$ cat config.mk
export PLATFORM = sky130hd
export DESIGN_NAME = unary_pair_encoder_flat
export DESIGN_NICKNAME = d
export VERILOG_FILES = /design/src/rtl/unary_pair_encoder_if.sv /design/src/rtl/unary_pair_encoder.sv /design/src/flat_wrapper.sv
export SDC_FILE = /design/constraint.sdc
export NUM_CORES = 1
export LEC_CHECK = 0
export CORE_AREA = 2 2 60 62
export CTS_BUF_LIST = sky130_fd_sc_hd__clkbuf_4 sky130_fd_sc_hd__clkbuf_8 sky130_fd_sc_hd__clkbuf_16
export CTS_CLUSTER_SIZE = 16
export DETAILED_ROUTE_END_ITERATION = 10
export DIE_AREA = 0 0 62 64
export HOLD_SLACK_MARGIN = 0.1
export PLACE_DENSITY = 0.86
export SKIP_LAST_GASP = 1
export SLEW_MARGIN = 20
export SYNTH_ARGS = -nofsm -noshare
export SYNTH_HDL_FRONTEND = slang
export SYNTH_SLANG_ARGS = --single-unit
$ cat constraint.sdc
create_clock -name clk -period 3.7 [get_ports clk]
set_input_delay 0.74 -clock clk [delete_from_list [all_inputs] [get_ports clk]]
set_output_delay 0.74 -clock clk [all_outputs]
set_load 0.02 [all_outputs]
$ cat src/rtl/unary_pair_encoder_if.sv
// Operand handshake and adder-facing control/stream signals of the unary pair encoder.
interface unary_pair_encoder_if #(
  parameter int WIDTH = 7
);
  logic             in_valid;
  logic             in_ready;
  logic [WIDTH-1:0] a_val;
  logic [WIDTH-1:0] b_val;
  logic             A;
  logic             B;
  logic             en;
  logic             read_or_write;
  logic             busy;
  logic             done;

  modport master (
    output in_valid, a_val, b_val,
    input  in_ready, A, B, en, read_or_write, busy, done
  );

  modport slave (
    input  in_valid, a_val, b_val,
    output in_ready, A, B, en, read_or_write, busy, done
  );
endinterface

$ cat src/rtl/unary_pair_encoder.sv
// Serialises a pair of binary operands into aligned return-to-zero unary pulse
// streams, then sequences the adder through a fixed-length read phase.
module unary_pair_encoder #(
  parameter int WIDTH       = 7,
  parameter int READ_CYCLES = 20
) (
  input logic               clk,
  input logic               rst_n,
  unary_pair_encoder_if.slave bus
);
  localparam int RW = $clog2(READ_CYCLES) + 1;
  localparam logic [RW-1:0] RD_LAST = RW'(READ_CYCLES - 1);

  typedef enum logic [1:0] {IDLE, SEND, READ, DONE} state_t;

  state_t           state_reg, state_next;
  logic [WIDTH-1:0] a_cnt_reg, a_cnt_next;
  logic [WIDTH-1:0] b_cnt_reg, b_cnt_next;
  logic             phase_reg, phase_next;
  logic [RW-1:0]    rd_cnt_reg, rd_cnt_next;
  logic             a_reg, a_next;
  logic             b_reg, b_next;
  logic             en_reg, en_next;
  logic             row_reg, row_next;
  logic             done_reg, done_next;

  always_ff @(posedge clk or negedge rst_n) begin
    if (!rst_n) begin
      state_reg  <= IDLE;
      a_cnt_reg  <= '0;
      b_cnt_reg  <= '0;
      phase_reg  <= 1'b0;
      rd_cnt_reg <= '0;
      a_reg      <= 1'b0;
      b_reg      <= 1'b0;
      en_reg     <= 1'b0;
      row_reg    <= 1'b0;
      done_reg   <= 1'b0;
    end else begin
      state_reg  <= state_next;
      a_cnt_reg  <= a_cnt_next;
      b_cnt_reg  <= b_cnt_next;
      phase_reg  <= phase_next;
      rd_cnt_reg <= rd_cnt_next;
      a_reg      <= a_next;
      b_reg      <= b_next;
      en_reg     <= en_next;
      row_reg    <= row_next;
      done_reg   <= done_next;
    end
  end

  always_comb begin
    state_next  = state_reg;
    a_cnt_next  = a_cnt_reg;
    b_cnt_next  = b_cnt_reg;
    phase_next  = phase_reg;
    rd_cnt_next = rd_cnt_reg;
    a_next      = 1'b0;
    b_next      = 1'b0;
    case (state_reg)
      IDLE: begin
        if (bus.in_valid) begin
          a_cnt_next = bus.a_val;
          b_cnt_next = bus.b_val;
          phase_next = 1'b0;
          state_next = SEND;
        end
      end
      SEND: begin
        // Phase 1 is the return-to-zero half of each unit pulse.
        if (phase_reg) begin
          phase_next = 1'b0;
        end else if (a_cnt_reg != '0 || b_cnt_reg != '0) begin
          a_next     = (a_cnt_reg != '0);
          b_next     = (b_cnt_reg != '0);
          if (a_cnt_reg != '0) a_cnt_next = a_cnt_reg - 1'b1;
          if (b_cnt_reg != '0) b_cnt_next = b_cnt_reg - 1'b1;
          phase_next = 1'b1;
        end else begin
          rd_cnt_next = '0;
          state_next  = READ;
        end
      end
      READ: begin
        if (rd_cnt_reg == RD_LAST) begin
          rd_cnt_next = '0;
          state_next  = DONE;
        end else begin
          rd_cnt_next = rd_cnt_reg + 1'b1;
        end
      end
      DONE:    state_next = IDLE;
      default: state_next = IDLE;
    endcase
  end

  // Control outputs are registered from the next state so they line up with the state register.
  always_comb begin
    en_next   = (state_next != IDLE);
    row_next  = (state_next == READ) || (state_next == DONE);
    done_next = (state_next == DONE);
  end

  assign bus.in_ready      = (state_reg == IDLE);
  assign bus.busy          = (state_reg != IDLE);
  assign bus.A             = a_reg;
  assign bus.B             = b_reg;
  assign bus.en            = en_reg;
  assign bus.read_or_write = row_reg;
  assign bus.done          = done_reg;
endmodule
$ cat src/flat_wrapper.sv
// flat-port wrapper written by rule: the top's interface ports become plain ports
module unary_pair_encoder_flat 
#(
  parameter int WIDTH       = 7,
  parameter int READ_CYCLES = 20
)
  (clk, rst_n, bus_in_valid, bus_a_val, bus_b_val, bus_in_ready, bus_A, bus_B, bus_en, bus_read_or_write, bus_busy, bus_done);
  unary_pair_encoder_if #(.WIDTH(WIDTH)) bus_i ();
  input logic clk;
  input logic rst_n;
  input wire logic [$bits(bus_i.in_valid)-1:0] bus_in_valid;
  input wire logic [$bits(bus_i.a_val)-1:0] bus_a_val;
  input wire logic [$bits(bus_i.b_val)-1:0] bus_b_val;
  output wire logic [$bits(bus_i.in_ready)-1:0] bus_in_ready;
  output wire logic [$bits(bus_i.A)-1:0] bus_A;
  output wire logic [$bits(bus_i.B)-1:0] bus_B;
  output wire logic [$bits(bus_i.en)-1:0] bus_en;
  output wire logic [$bits(bus_i.read_or_write)-1:0] bus_read_or_write;
  output wire logic [$bits(bus_i.busy)-1:0] bus_busy;
  output wire logic [$bits(bus_i.done)-1:0] bus_done;
  assign bus_i.in_valid = bus_in_valid;
  assign bus_i.a_val = bus_a_val;
  assign bus_i.b_val = bus_b_val;
  assign bus_in_ready = bus_i.in_ready;
  assign bus_A = bus_i.A;
  assign bus_B = bus_i.B;
  assign bus_en = bus_i.en;
  assign bus_read_or_write = bus_i.read_or_write;
  assign bus_busy = bus_i.busy;
  assign bus_done = bus_i.done;
  unary_pair_encoder #(.WIDTH(WIDTH), .READ_CYCLES(READ_CYCLES)) u_core (.clk(clk), .rst_n(rst_n), .bus(bus_i));
endmodule
==> run summary <==
Power Density: 747 mW/mm²
CTS tree: done
Num CTS Buffers: 3
fin cells: 251
max_cap viols: 0
Total GRT Usage: 20.0%
Die Wd: 62 µm
largest net degree at the start of global routing: 41
post-route antenna net violation count: 0
Final HPWL DP: 2540 µm
xor/xnor share of the synthesized area: 0%
via/cell ratio: 5.84
gp weighted congestion: 0.796
post-synthesis adder-cell area fraction: 4.23%
worst setup margin: 1.06 ns
Worst Path Max Fanout: 10
Peak Freq: 379 MHz
largest family of logic cells by synthesized area: compound AO/OA/AOI/OAI gates
cts repair resizes: 0
Hold Fails Final Rpt: 0
core footprint: 0.00328 mm²
final worst-path cycle share: 71.2%
synthesized area per cell: 9.70 µm²
total negative slack: 0 ns
Final Max Tran Viols: 0
Hold Path Class: flip-flop to flip-flop
final wirelength: 3420 µm
clock sinks: 28
Post-Synthesis Cells: 183
DR vias: 1,465
Req. time, crit path: 2.96 ns
Max clock buf depth: 2
minimum clock period: 2.64 ns
Die H: 64 µm
worst relative slew slack: 59.6%
Synthesis Warnings: 0
WS Path Type: flip-flop to output port
Clk pin slew, worst setup/hold paths: 0.16 ns
Compound-Gate Fraction of Synth Area: 28.1%
depth of the CTS H-tree: 1
top-level port count: 24
Setup WS pre-CTS: 1.45 ns
# Post-CTS Setup Buffers: 0
vias in the first global route: 1,380
dpl cells: 247
n_diodes: 0
Synth async-reset ratio: 100%
Initial Utilization: 54.0%
Net Count, Synth: 206
die area: 0.00397 mm²
final setup vio count: 0
first-pass detailed-route iteration total: 4
wire per inst: 13.6 µm
fin nets: 229
Fill cells: 286
Clock Latency Late Sink: 0.33 ns
RSZ-0062 raised after global routing: false
count of input and output buffers: 23
Tightest Pin Transition: 0.598 ns
clk_skew: 0.00710 ns
Hold-fix buffers, CTS: 0
crit end category: output port
Mapped Area: 0.00177 mm²
area grow syn2layout: 18.6%
outcome: finished, final reports clean
post-synth cell types: 49
post-synthesis sequential area ratio: 39.5%
initial antenna violation count: 0
#FFs+latches synth: 28
DRC: 0
first-pass GRT wire length: 6090 µm
main flop type after synthesis: dfrtp_1
GRT overflow: 0
Post-synth EDFFs: 0
Power Total: 1570 µW
Synth Area in Simple Gates: 18.5%
startpoint types: flip-flop
Peak VDD IR: 0.404 mV
fraction of layout cells with a size suffix above 1: 9.76%
# rows: 21
multiplexer area fraction after synthesis: 4.58%
LEAKAGE: 0.000910 µW
Reg2Reg Setup Slack: 1.49 ns
clock root buffer: clkbuf_4
Worst EP arrival: 1.90 ns
DR iter-0 viols: 61
-- cells by family after synthesis --
family / count (synthesis)
buffers and inverters: 23
adder cells (fa/ha/maj): 6
multiplexers: 8
AO/OA/AOI/OAI: 63
flip-flops: 28
AND/OR/NAND/NOR: 55
-- report_power, final --
group	switching, µW	total, µW	internal (µW)
sequential	130	540	410
combinational	440	828	388
clock	93.5	203	110
-- through the flow --
step	hold slack (ns)	util [%]	cell area, µm²
floorplan	0.444	-	1770
global placement	0.520	62.5	2050
detailed placement	0.531	62.5	2050
CTS	0.554	64.1	2100
global route	0.597	64.1	2100
finish	0.553	64.1	2100
-- per-layer routing --
layer	routed length, µm	up-vias	track usage [%]
li1	-	732	-
met4	22	0	6.65
met5	0	-	0
met2	1690	20	31.6
met3	79	2	2.43
met1	1620	711	27.9
-- synth_stat cells, types with 5 or more instances --
cell type | count | area [µm²]
nand2_1 | 9 | 33.8
a21oi_1 | 9 | 45.0
a211oi_1 | 6 | 45.0
ha_1 | 6 | 75.1
a2bb2oi_1 | 8 | 70.1
o21ai_0 | 6 | 30.0
inv_1 | 14 | 52.6
o21ai_1 | 5 | 25.0
a22o_1 | 5 | 43.8
mux2i_1 | 7 | 70.1
nor2b_1 | 5 | 31.3
dfrtp_1 | 28 | 701
nand3_1 | 9 | 45.0
clkbuf_1 | 5 | 18.8
nor2_1 | 10 | 37.5
-- final cells by class --
cell class | instances | area [µm²] | area share (%)
clock buffers | 3 | 22.5 | 1.07
inverters | 15 | 56.3 | 2.68
clock inverters | 1 | 30.0 | 1.43
flip-flops and latches | 28 | 701 | 33.3
well taps | 46 | 57.6 | 2.73
repair buffers | 26 | 253 | 12.0
multi-input cells | 132 | 985 | 46.8
-- critical path, cell delays in order, from the launching register on --
cell and delay, ns:
dfrtp_1 0.44, inv_1 0.08, ha_1 0.32, inv_1 0.13, clkdlybuf4s50_1 0.60
-- final timing paths --
| kind | startpoint | end | depth (start not counted) |
|---|---|---|---|
| max | u_core.state_reg[0]$_DFF_PN0_ | bus_busy | 4 |
| max reg2reg | u_core.state_reg[1]$_DFF_PN0_ | u_core.rd_cnt_reg[0]$_DFFE_PN0P_ | 6 |
| min in group asynchronous | rst_n | u_core.a_cnt_reg[0]$_DFFE_PN0P_ | 2 |
| max in group asynchronous | rst_n | u_core.b_cnt_reg[3]$_DFFE_PN0P_ | 2 |
| min | u_core.b_cnt_reg[1]$_DFFE_PN0P_ | u_core.b_cnt_reg[1]$_DFFE_PN0P_ | 2 |
| min reg2reg | u_core.b_cnt_reg[1]$_DFFE_PN0P_ | u_core.b_cnt_reg[1]$_DFFE_PN0P_ | 2 |
-- cells in the final DEF (no fill, tap or decap), drive strengths merged, types with 2 or more instances in the layout --
master / n
a21o: 3
nor2b: 5
nand2: 9
o2bb2ai: 2
a211oi: 6
clkdlybuf4s50: 23
ha: 6
nor3b: 2
buf: 3
nand2b: 3
a22o: 5
inv: 15
a2bb2oi: 8
or3: 3
nor4: 2
nor2: 10
o21ai: 11
nand3: 9
nor3: 2
or4: 2
o31a: 3
o41a: 2
o22ai: 2
clkbuf: 3
a21oi: 11
dfrtp: 28
mux2i: 7
and3: 2
o41ai: 3
Note: power is estimated with default switching activity, not from simulation.
